## config.mk

```make
export PLATFORM = sky130hd
export DESIGN_NAME = combination_lock_param_flat
export DESIGN_NICKNAME = d
export VERILOG_FILES = /design/src/rtl/combination_lock_param_if.sv /design/src/rtl/combination_lock_param.sv /design/src/flat_wrapper.sv
export SDC_FILE = /design/constraint.sdc
export NUM_CORES = 1
export LEC_CHECK = 0
export ABC_CLOCK_PERIOD_IN_PS = 2600
export BUFFER_PORTS_ARGS = -buffer_cell sky130_fd_sc_hd__clkbuf_2
export CAP_MARGIN = 20
export CORE_MARGIN = 2
export CORE_UTILIZATION = 36
export DETAILED_ROUTE_END_ITERATION = 16
export GPL_TIMING_DRIVEN = 0
export HOLD_SLACK_MARGIN = 0.05
export PLACE_DENSITY_LB_ADDON = 0.3
export SETUP_SLACK_MARGIN = 0.15
export SKIP_LAST_GASP = 1
export SYNTH_ARGS = -nofsm -noshare
export SYNTH_HDL_FRONTEND = slang
export SYNTH_SLANG_ARGS = --single-unit
```

## constraint.sdc

```tcl
create_clock -name Clk -period 2.6 [get_ports Clk]
set_clock_uncertainty 0.05 [all_clocks]
set_input_delay 0.13 -clock Clk [delete_from_list [all_inputs] [get_ports Clk]]
set_output_delay 0.13 -clock Clk [all_outputs]
set_load 0.01 [all_outputs]
```

## src/rtl/combination_lock_param_if.sv

```systemverilog
// Bus between the button/encoder front end and the combination lock: dial and button
// pulses, relock and code programming inputs, plus the lock's registered status outputs.
interface combination_lock_param_if #(
   parameter int unsigned COUNT_W    = 5,
   parameter int unsigned NUM_DIGITS = 3,
   parameter int unsigned MAX_FAILS  = 3
);
   localparam int unsigned IdxW  = $clog2(NUM_DIGITS);
   localparam int unsigned FailW = $clog2(MAX_FAILS + 1);

   logic               Right;
   logic               Left;
   logic               Center;
   logic [COUNT_W-1:0] Count;
   logic               Relock;
   logic               ProgWe;
   logic [IdxW-1:0]    ProgIdx;
   logic [COUNT_W-1:0] ProgVal;

   logic [1:0]         state;
   logic               Locked;
   logic               LockedOut;
   logic [IdxW-1:0]    DigitIdx;
   logic [FailW-1:0]   FailCnt;

   modport master (
      output Right, Left, Center, Count, Relock, ProgWe, ProgIdx, ProgVal,
      input  state, Locked, LockedOut, DigitIdx, FailCnt
   );

   modport slave (
      input  Right, Left, Center, Count, Relock, ProgWe, ProgIdx, ProgVal,
      output state, Locked, LockedOut, DigitIdx, FailCnt
   );
endinterface

```

## src/rtl/combination_lock_param.sv

```systemverilog
// Reprogrammable NUM_DIGITS-digit combination lock with consecutive-failure lockout
// and optional automatic relock after AUTO_RELOCK cycles open.
module combination_lock_param #(
   parameter int unsigned                   COUNT_W        = 5,
   parameter int unsigned                   NUM_DIGITS     = 3,
   parameter logic [NUM_DIGITS*COUNT_W-1:0] CODE_INIT      = {5'd17, 5'd7, 5'd13},
   parameter int unsigned                   MAX_FAILS      = 3,
   parameter int unsigned                   LOCKOUT_CYCLES = 1024,
   parameter int unsigned                   AUTO_RELOCK    = 0
) (
   input logic                     Clk,
   input logic                     reset,
   combination_lock_param_if.slave bus
);
   localparam int unsigned IdxW   = $clog2(NUM_DIGITS);
   localparam int unsigned FailW  = $clog2(MAX_FAILS + 1);
   localparam int unsigned TmrMax = (LOCKOUT_CYCLES > AUTO_RELOCK) ? LOCKOUT_CYCLES
                                                                   : AUTO_RELOCK;
   localparam int unsigned TmrW   = $clog2(TmrMax + 1);

   typedef enum logic [1:0] {
      StIdle    = 2'd0,
      StEntry   = 2'd1,
      StOpen    = 2'd2,
      StLockout = 2'd3
   } state_e;

   state_e             state_q, state_d;
   logic [IdxW-1:0]    digit_idx_q, digit_idx_d;
   logic [FailW-1:0]   fail_cnt_q, fail_cnt_d;
   logic [TmrW-1:0]    timer_q, timer_d;
   logic [COUNT_W-1:0] code_q [NUM_DIGITS];
   logic [COUNT_W-1:0] code_d [NUM_DIGITS];
   logic [COUNT_W-1:0] code_init [NUM_DIGITS];
   logic               locked_q, locked_d;
   logic               locked_out_q, locked_out_d;

   logic               any_evt;
   logic               clean_evt;
   logic               last_digit;
   logic               exp_btn;
   logic [COUNT_W-1:0] cur_digit;
   logic               digit_ok;

   always_comb begin
      for (int i = 0; i < NUM_DIGITS; i++) begin
         code_init[i] = CODE_INIT[i*COUNT_W +: COUNT_W];
      end
   end

   // Decode the button expected for the current digit and whether this cycle matches it.
   always_comb begin
      any_evt    = bus.Right | bus.Left | bus.Center;
      clean_evt  = $onehot({bus.Right, bus.Left, bus.Center});
      last_digit = (digit_idx_q == IdxW'(NUM_DIGITS - 1));
      cur_digit  = '0;
      for (int i = 0; i < NUM_DIGITS; i++) begin
         if (digit_idx_q == IdxW'(i)) begin
            cur_digit = code_q[i];
         end
      end
      if (last_digit) begin
         exp_btn = bus.Center;
      end else if (digit_idx_q[0]) begin
         exp_btn = bus.Right;
      end else begin
         exp_btn = bus.Left;
      end
      digit_ok = clean_evt && exp_btn && (bus.Count == cur_digit);
   end

   always_comb begin
      state_d     = state_q;
      digit_idx_d = digit_idx_q;
      fail_cnt_d  = fail_cnt_q;
      timer_d     = timer_q;
      code_d      = code_q;

      unique case (state_q)
         StIdle: begin
            if (clean_evt && bus.Right) begin
               state_d     = StEntry;
               digit_idx_d = '0;
            end
         end

         StEntry: begin
            if (digit_ok) begin
               if (last_digit) begin
                  state_d     = StOpen;
                  fail_cnt_d  = '0;
                  digit_idx_d = '0;
                  timer_d     = '0;
               end else begin
                  digit_idx_d = digit_idx_q + IdxW'(1);
               end
            end else if (any_evt) begin
               digit_idx_d = '0;
               if (fail_cnt_q == FailW'(MAX_FAILS - 1)) begin
                  state_d    = StLockout;
                  fail_cnt_d = FailW'(MAX_FAILS);
                  timer_d    = '0;
               end else begin
                  state_d    = StIdle;
                  fail_cnt_d = fail_cnt_q + FailW'(1);
               end
            end
         end

         StOpen: begin
            // Out-of-range indices match no digit and are dropped.
            if (bus.ProgWe) begin
               for (int i = 0; i < NUM_DIGITS; i++) begin
                  if (bus.ProgIdx == IdxW'(i)) begin
                     code_d[i] = bus.ProgVal;
                  end
               end
            end
            if (bus.Relock) begin
               state_d = StIdle;
            end else if (AUTO_RELOCK != 0) begin
               if (timer_q == TmrW'(AUTO_RELOCK - 1)) begin
                  state_d = StIdle;
               end else begin
                  timer_d = timer_q + TmrW'(1);
               end
            end
         end

         StLockout: begin
            if (timer_q == TmrW'(LOCKOUT_CYCLES - 1)) begin
               state_d    = StIdle;
               fail_cnt_d = '0;
            end else begin
               timer_d = timer_q + TmrW'(1);
            end
         end
      endcase

      locked_d     = (state_d != StOpen);
      locked_out_d = (state_d == StLockout);
   end

   always_ff @(posedge Clk) begin
      if (reset) begin
         state_q      <= StIdle;
         digit_idx_q  <= '0;
         fail_cnt_q   <= '0;
         timer_q      <= '0;
         code_q       <= code_init;
         locked_q     <= 1'b1;
         locked_out_q <= 1'b0;
      end else begin
         state_q      <= state_d;
         digit_idx_q  <= digit_idx_d;
         fail_cnt_q   <= fail_cnt_d;
         timer_q      <= timer_d;
         code_q       <= code_d;
         locked_q     <= locked_d;
         locked_out_q <= locked_out_d;
      end
   end

   assign bus.state     = state_q;
   assign bus.Locked    = locked_q;
   assign bus.LockedOut = locked_out_q;
   assign bus.DigitIdx  = digit_idx_q;
   assign bus.FailCnt   = fail_cnt_q;
endmodule

```

## src/flat_wrapper.sv

```systemverilog
// flat-port wrapper written by rule: the top's interface ports become plain ports
module combination_lock_param_flat 
#(
   parameter int unsigned                   COUNT_W        = 5,
   parameter int unsigned                   NUM_DIGITS     = 3,
   parameter logic [NUM_DIGITS*COUNT_W-1:0] CODE_INIT      = {5'd17, 5'd7, 5'd13},
   parameter int unsigned                   MAX_FAILS      = 3,
   parameter int unsigned                   LOCKOUT_CYCLES = 1024,
   parameter int unsigned                   AUTO_RELOCK    = 0
)
  (Clk, reset, bus_Right, bus_Left, bus_Center, bus_Count, bus_Relock, bus_ProgWe, bus_ProgIdx, bus_ProgVal, bus_state, bus_Locked, bus_LockedOut, bus_DigitIdx, bus_FailCnt);
  combination_lock_param_if #(.COUNT_W(COUNT_W), .NUM_DIGITS(NUM_DIGITS), .MAX_FAILS(MAX_FAILS)) bus_i ();
  input logic Clk;
  input logic reset;
  input wire logic [$bits(bus_i.Right)-1:0] bus_Right;
  input wire logic [$bits(bus_i.Left)-1:0] bus_Left;
  input wire logic [$bits(bus_i.Center)-1:0] bus_Center;
  input wire logic [$bits(bus_i.Count)-1:0] bus_Count;
  input wire logic [$bits(bus_i.Relock)-1:0] bus_Relock;
  input wire logic [$bits(bus_i.ProgWe)-1:0] bus_ProgWe;
  input wire logic [$bits(bus_i.ProgIdx)-1:0] bus_ProgIdx;
  input wire logic [$bits(bus_i.ProgVal)-1:0] bus_ProgVal;
  output wire logic [$bits(bus_i.state)-1:0] bus_state;
  output wire logic [$bits(bus_i.Locked)-1:0] bus_Locked;
  output wire logic [$bits(bus_i.LockedOut)-1:0] bus_LockedOut;
  output wire logic [$bits(bus_i.DigitIdx)-1:0] bus_DigitIdx;
  output wire logic [$bits(bus_i.FailCnt)-1:0] bus_FailCnt;
  assign bus_i.Right = bus_Right;
  assign bus_i.Left = bus_Left;
  assign bus_i.Center = bus_Center;
  assign bus_i.Count = bus_Count;
  assign bus_i.Relock = bus_Relock;
  assign bus_i.ProgWe = bus_ProgWe;
  assign bus_i.ProgIdx = bus_ProgIdx;
  assign bus_i.ProgVal = bus_ProgVal;
  assign bus_state = bus_i.state;
  assign bus_Locked = bus_i.Locked;
  assign bus_LockedOut = bus_i.LockedOut;
  assign bus_DigitIdx = bus_i.DigitIdx;
  assign bus_FailCnt = bus_i.FailCnt;
  combination_lock_param #(.COUNT_W(COUNT_W), .NUM_DIGITS(NUM_DIGITS), .CODE_INIT(CODE_INIT), .MAX_FAILS(MAX_FAILS), .LOCKOUT_CYCLES(LOCKOUT_CYCLES), .AUTO_RELOCK(AUTO_RELOCK)) u_core (.Clk(Clk), .reset(reset), .bus(bus_i));
endmodule
```

### Yosys cells after proc, flatten, opt, wreduce, memory -nomap -nowiden

Index checks and enable logic that the tools add are counted.
Widths: inputs -> output; s select.

| word-level totals | value |
|---|---|
| input bits | 19 |
| word-level logic and storage cells | 79 |
| output and inout port bits | 8 |
| flip-flop bits (word level) | 34 |

| operators by class | value |
|---|---|
| $add $sub $neg | 5 |
| reduce and logical (&&, ||, !) cells | 14 |
| bitwise operators | 2 |
| muxes and demuxes | 30 |
| equal/unequal tests | 19 |

Operators by type and width:

| kind | number |
|---|---|
| $mux 11 | 5 |
| $mux 2 | 16 |
| $pmux 11 s2 | 1 |
| $mux 5 | 3 |
| $eq 2x2->1 const B | 6 |
| $reduce_and 3->1 | 4 |
| $add 11x1->11 const B | 1 |
| $eq 11x10->1 const B | 1 |
| $eq 2x1->1 const B | 4 |
| $pmux 2 s2 | 2 |
| $pmux 2 s4 | 1 |
| $logic_not 2->1 | 3 |
| $ne 3x1->1 const B | 2 |
| $eq 5x5->1 | 1 |
| $reduce_and 5->1 | 1 |
| $add 2x1->2 const B | 2 |
| $ne 2x1->1 const B | 2 |
| $ne 2x2->1 const B | 2 |
| $reduce_and 4->1 | 1 |
| $reduce_bool 2->1 | 2 |
| $logic_and 1x1->1 | 3 |
| $ne 3x2->1 const B | 1 |
| $add 1x1->2 | 1 |
| $add 2x1->2 | 1 |
| 2 further kinds | 4 |

### Longest topological paths before layout

| depth | value |
|---|---|
| depth after elaboration | 9 |
| depth in mapped cells | 9 |
| gate-level depth less buffers | 8 |

### Least setup slack after synthesis

No wires, ideal clock.

| timing | value |
|---|---|
| kind | register -> register |
| start point | reg u_core.digit_idx_q[0] (netlist: u_core.bus.DigitIdx[0]) |
| end point | reg u_core.timer_q[6] |
| period minus slack after synthesis | 2.359 ns |
| arrival time | 2.220 ns |
| path slack | 0.241 ns |
| setup time | 0.088 ns |
| data required time | 2.462 ns |
| stages on the path, launching flop included | 9 |
| path through | dfxtp_1 buf_6 mux2_1 and3b_1 o32a_1 a311o_1 and3_4 buf_6 a311oi_2 |

| between the ends | value |
|---|---|
| word-level cells in the longest chain between the ends | 8 |

RTL lines:

| item | line | source |
|---|---|---|
| start: declaration | combination_lock_param.sv:29 | `logic [IdxW-1:0] digit_idx_q, digit_idx_d;` |
| start signal: assignment | combination_lock_param.sv:155 | `digit_idx_q <= digit_idx_d;` |
| $logic_not 2->1 | combination_lock_param.sv:58 | `if (digit_idx_q == IdxW'(i)) begin` |
| $mux 5 (3 in a row) | combination_lock_param.sv:58 |  |
| $eq 5x5->1 | combination_lock_param.sv:69 | `digit_ok = clean_evt && exp_btn && (bus.Count == cur_digit);` |
| $logic_and 1x1->1 | combination_lock_param.sv:69 |  |
| $ne 3x2->1 (no line), or another cell as far along | - |  |
| $reduce_and 5->1 (no line) / $pmux 11 s2 (equally long branches) | - |  |
| end signal: assignment | combination_lock_param.sv:157 | `timer_q <= timer_d;` |
| end: declaration | combination_lock_param.sv:31 | `logic [TmrW-1:0] timer_q, timer_d;` |

Parallel ways exist; a longest one is shown, timed or not.
A chain may end at the register's enable or synchronous reset.

### Worst setup path after layout

| timing | value |
|---|---|
| start point | reg u_core.digit_idx_q[0] (netlist: u_core.bus.DigitIdx[0]) |
| end point | reg u_core.timer_q[8] |

The elaborated chain is that of the path after synthesis.

==> flow_metrics.py <==
metrics = {
    "pwr": {
        "p_per_area_nw_per_um2": 416,
        "irDropWorstVdd_mv": 0.195,
        "p_leak_nw": 0.881,
    },
    "placed_design": {
        "post-place-ws_ps": -14.4,
        "routabilityCongestion": 0.858,
        "dpl.cell_count": 329,
        "port_buffers": 23,
        "hpwl_mm": 3.32,
    },
    "worst_hold_path": {
        "holdPathEnd": "u_core.code_q[10]$_SDFFE_PP1P_",
        "min_from": "bus_ProgVal[0]",
        "worstHoldPathCells": 3,
        "hold_path_class": "primary input to flop",
    },
    "clock_tree": {
        "cts_tree": "built",
        "clockRootBuffer": "clkbuf_8",
        "clk_latency_ps": 280,
        "numCtsBuffers": 5,
        "cts_hold_buf": 0,
        "clkTransAtPathRegs_ps": 70,
        "clock_path_buffers": 2,
        "cts_sinks": 34,
        "htreeDepth": 2,
    },
    "final_layout": {
        "diodes": 0,
        "seqCellArea_um2": 682,
        "drive_above_1_share": 0.228,
        "syn2layout_area_growth_pct": 21.2,
        "finalNonFillerCells": 342,
        "multiInputGateArea_um2": 1210,
        "fill_cells": 521,
        "nets": 295,
    },
    "synthesis": {
        "synth_area_um2": 1960,
        "synth_cell_types": 50,
        "synth.yosys.seq_area_share": 0.347,
        "synthCells": 236,
        "async_flop_share": 0,
        "synth_nets": 258,
        "postSynthAreaPerCell_um2": 8.30,
        "synth_ff_type": "dfxtp_1",
        "synth_edf_count": 0,
        "synth_top_area_share": 0.347,
        "synth_largest_area_cell": "dfxtp_1",
        "yosysWarnings": 0,
        "synthTopCellsByArea": "dfxtp_1 35%, nand2_1 5.4%, a21oi_1 4.6%",
        "synth_seq_cells": 34,
    },
    "global_route": {
        "overflow": 0,
        "use_met2": 0.256,
        "grt.busiest_layer": "met2",
        "grt_pass1_vias": 1624,
        "use_met1": 0.197,
        "antenna_found_initial": 0,
        "globalRouteTotalUtil": 0.156,
        "grt_pass1_wl_mm": 7.49,
        "grtUsageMet3": 0.0372,
        "grt_max_degree": 11,
    },
    "sta": {
        "relSlewSlack": 0.541,
        "max_freq_ghz": 0.413,
        "finalSetupViolations": 0,
        "worst_slew_pin_slew_ps": 688,
        "period_needed_ps": 2420,
        "rsz0062_at_grt": "true",
        "worst_slack_ps": 177,
        "hold_viol": 0,
        "post-route-period-util": 0.932,
        "report.final.slew_viol_count": 0,
    },
    "worst_setup_path": {
        "path_max_fanout": 5,
        "arrival_ps": 2570,
        "r2r-end": "u_core.timer_q[8]$_SDFFE_PP0P_",
        "setup.worst_path.class": "flop to flop",
        "startpoint_type": "flop",
        "max_stage_delay_ps": 380,
        "r2r_cells": 9,
        "required_ps": 2740,
        "crit_chain": "buf_6 > buf_6 > mux2_4 > and3b_1 > o32a_1 > a311o_1 > and3_4 > buf_8 > a311oi_2",
        "crit_slowest_cell": "o32a_1",
        "critPathCaptureType": "flop",
        "worst_path_most_repeated_cell": "buf_6",
        "rr_startpoint": "u_core.bus.DigitIdx[0]$_SDFFE_PP0P_",
        "r2r_setup_slack_ps": 180,
    },
    "die": {
        "initial_core_util": 0.379,
        "ios": 27,
        "fp.coreArea_um2": 5170,
        "die_h_um": 77.8,
        "die_w_um": 77.8,
        "rows": 26,
        "die_area_um2": 6050,
    },
    "run_status": {
        "status": "finished clean",
    },
    "routing": {
        "via_per_inst": 5.34,
        "drc": 0,
        "dr_total_vias": 1826,
        "initialDrtViolationCount": 92,
        "drt-total-wl_mm": 4.60,
        "firstDrtPassIters": 4,
        "ant_nets": 0,
        "wl_per_cell_um": 13.5,
    },
    "flow_run": {
        "drv_cap": 0,
    },
}
## Yosys cell counts, types with 4 or more instances
library cell and instances:
nor2_1 13, mux2i_1 7, and3_1 4, a211oi_2 4, inv_1 10, o21ai_0 4, nand3_1 18, a21oi_1 18
clkbuf_1 11, nand2_1 28, o21a_1 5, nor2b_1 11, nor3_1 8, nand2b_1 8, dfxtp_1 34
## worst max-delay path: cells and delay by family (launching register included)
family	cells	cell delay, ps
flip-flops	1	330
AND/OR/NAND/NOR	2	370
AO/OA/AOI/OAI	3	910
buffers and inverters	3	390
multiplexers	1	290
## sequential cells by signal (all words and copies together) (netlist names)
register,cells
u_core.bus.LockedOut,1
u_core.bus.DigitIdx,2
u_core.code_q,15
u_core.bus.state,2
u_core.timer_q,11
u_core.bus.FailCnt,2
u_core.bus.Locked,1
## routing by layer
metal	vias up	routed length, µm
met4	0	63
met3	6	192
met5	-	0
li1	935	-
met1	850	2100
met2	35	2240
## cell families after synthesis
group / count (synthesis) / synth area share
compound gates: 54 / 0.211
mux: 13 / 0.0722
fa+ha+maj: 3 / 0.0230
flops: 34 / 0.347
simple gates: 108 / 0.292
buf+inv: 24 / 0.0543
## report_power, final
part           leakage, nW  internal, W  switching, W   total, W
Sequential           0.275     0.000522   0.000000893   0.000523
Combinational        0.563    0.0000315     0.0000465  0.0000780
Clock               0.0431     0.000204      0.000182   0.000386
## through the flow
| step | utilization | total power [W] | area (µm²) | hold slack, ps | setup TNS, ps |
|---|---|---|---|---|---|
| 2_1_floorplan | - | 0.000580 | 1960 | 208 | 0 |
| 3_3_place_gp | 0.418 | 0.000608 | 2160 | 348 | -39.5 |
| 3_5_place_dp | 0.418 | 0.000609 | 2160 | 347 | -14.4 |
| 4_1_cts | 0.455 | 0.000996 | 2350 | 52.0 | 0 |
| 5_1_grt | 0.459 | 0.00103 | 2370 | 58.6 | 0 |
| 6_report | 0.459 | 0.000987 | 2370 | 57.5 | 0 |
## layout make-up
type / instances / area share
plain buffers: 14 / 0.0321
multi-input cells: 178 / 0.511
clock buffers: 6 / 0.0348
inverters: 10 / 0.0158
flip-flops and latches: 34 / 0.287
well taps: 70 / 0.0369
repair buffers: 30 / 0.0822
## cell usage in the layout (no fill, tap or decap), drive strengths merged, types with 7 or more instances in the layout
cell type,count
mux2i,7
clkbuf,40
nor2b,11
buf,10
dfxtp,34
nand3,18
nand2,28
inv,10
nor3,8
nor2,13
nand2b,8
a21oi,18
## worst max path at each step
stage,slack (ps),cells after the start,from,endpoint
2_1_floorplan,240,8,u_core.bus.DigitIdx[0]$_SDFFE_PP0P_,u_core.timer_q[6]$_SDFFE_PP0P_
3_3_place_gp,-40,8,u_core.bus.DigitIdx[0]$_SDFFE_PP0P_,u_core.bus.LockedOut$_SDFF_PP0_
3_5_place_dp,-10,8,u_core.bus.DigitIdx[0]$_SDFFE_PP0P_,u_core.bus.LockedOut$_SDFF_PP0_
4_1_cts,150,9,u_core.bus.DigitIdx[0]$_SDFFE_PP0P_,u_core.timer_q[7]$_SDFFE_PP0P_
5_1_grt,110,9,u_core.bus.DigitIdx[0]$_SDFFE_PP0P_,u_core.timer_q[8]$_SDFFE_PP0P_
6_report,180,9,u_core.bus.DigitIdx[0]$_SDFFE_PP0P_,u_core.timer_q[8]$_SDFFE_PP0P_
## timing repair
action                                  4_1_cts  5_1_grt
pin swaps                                     6        5
buffers inserted                              6        0
cloned                                        1        0
gates resized for setup                      13        8
endpoints found under the setup margin        6       22
No activity file was read; power rests on OpenSTA's default activity.
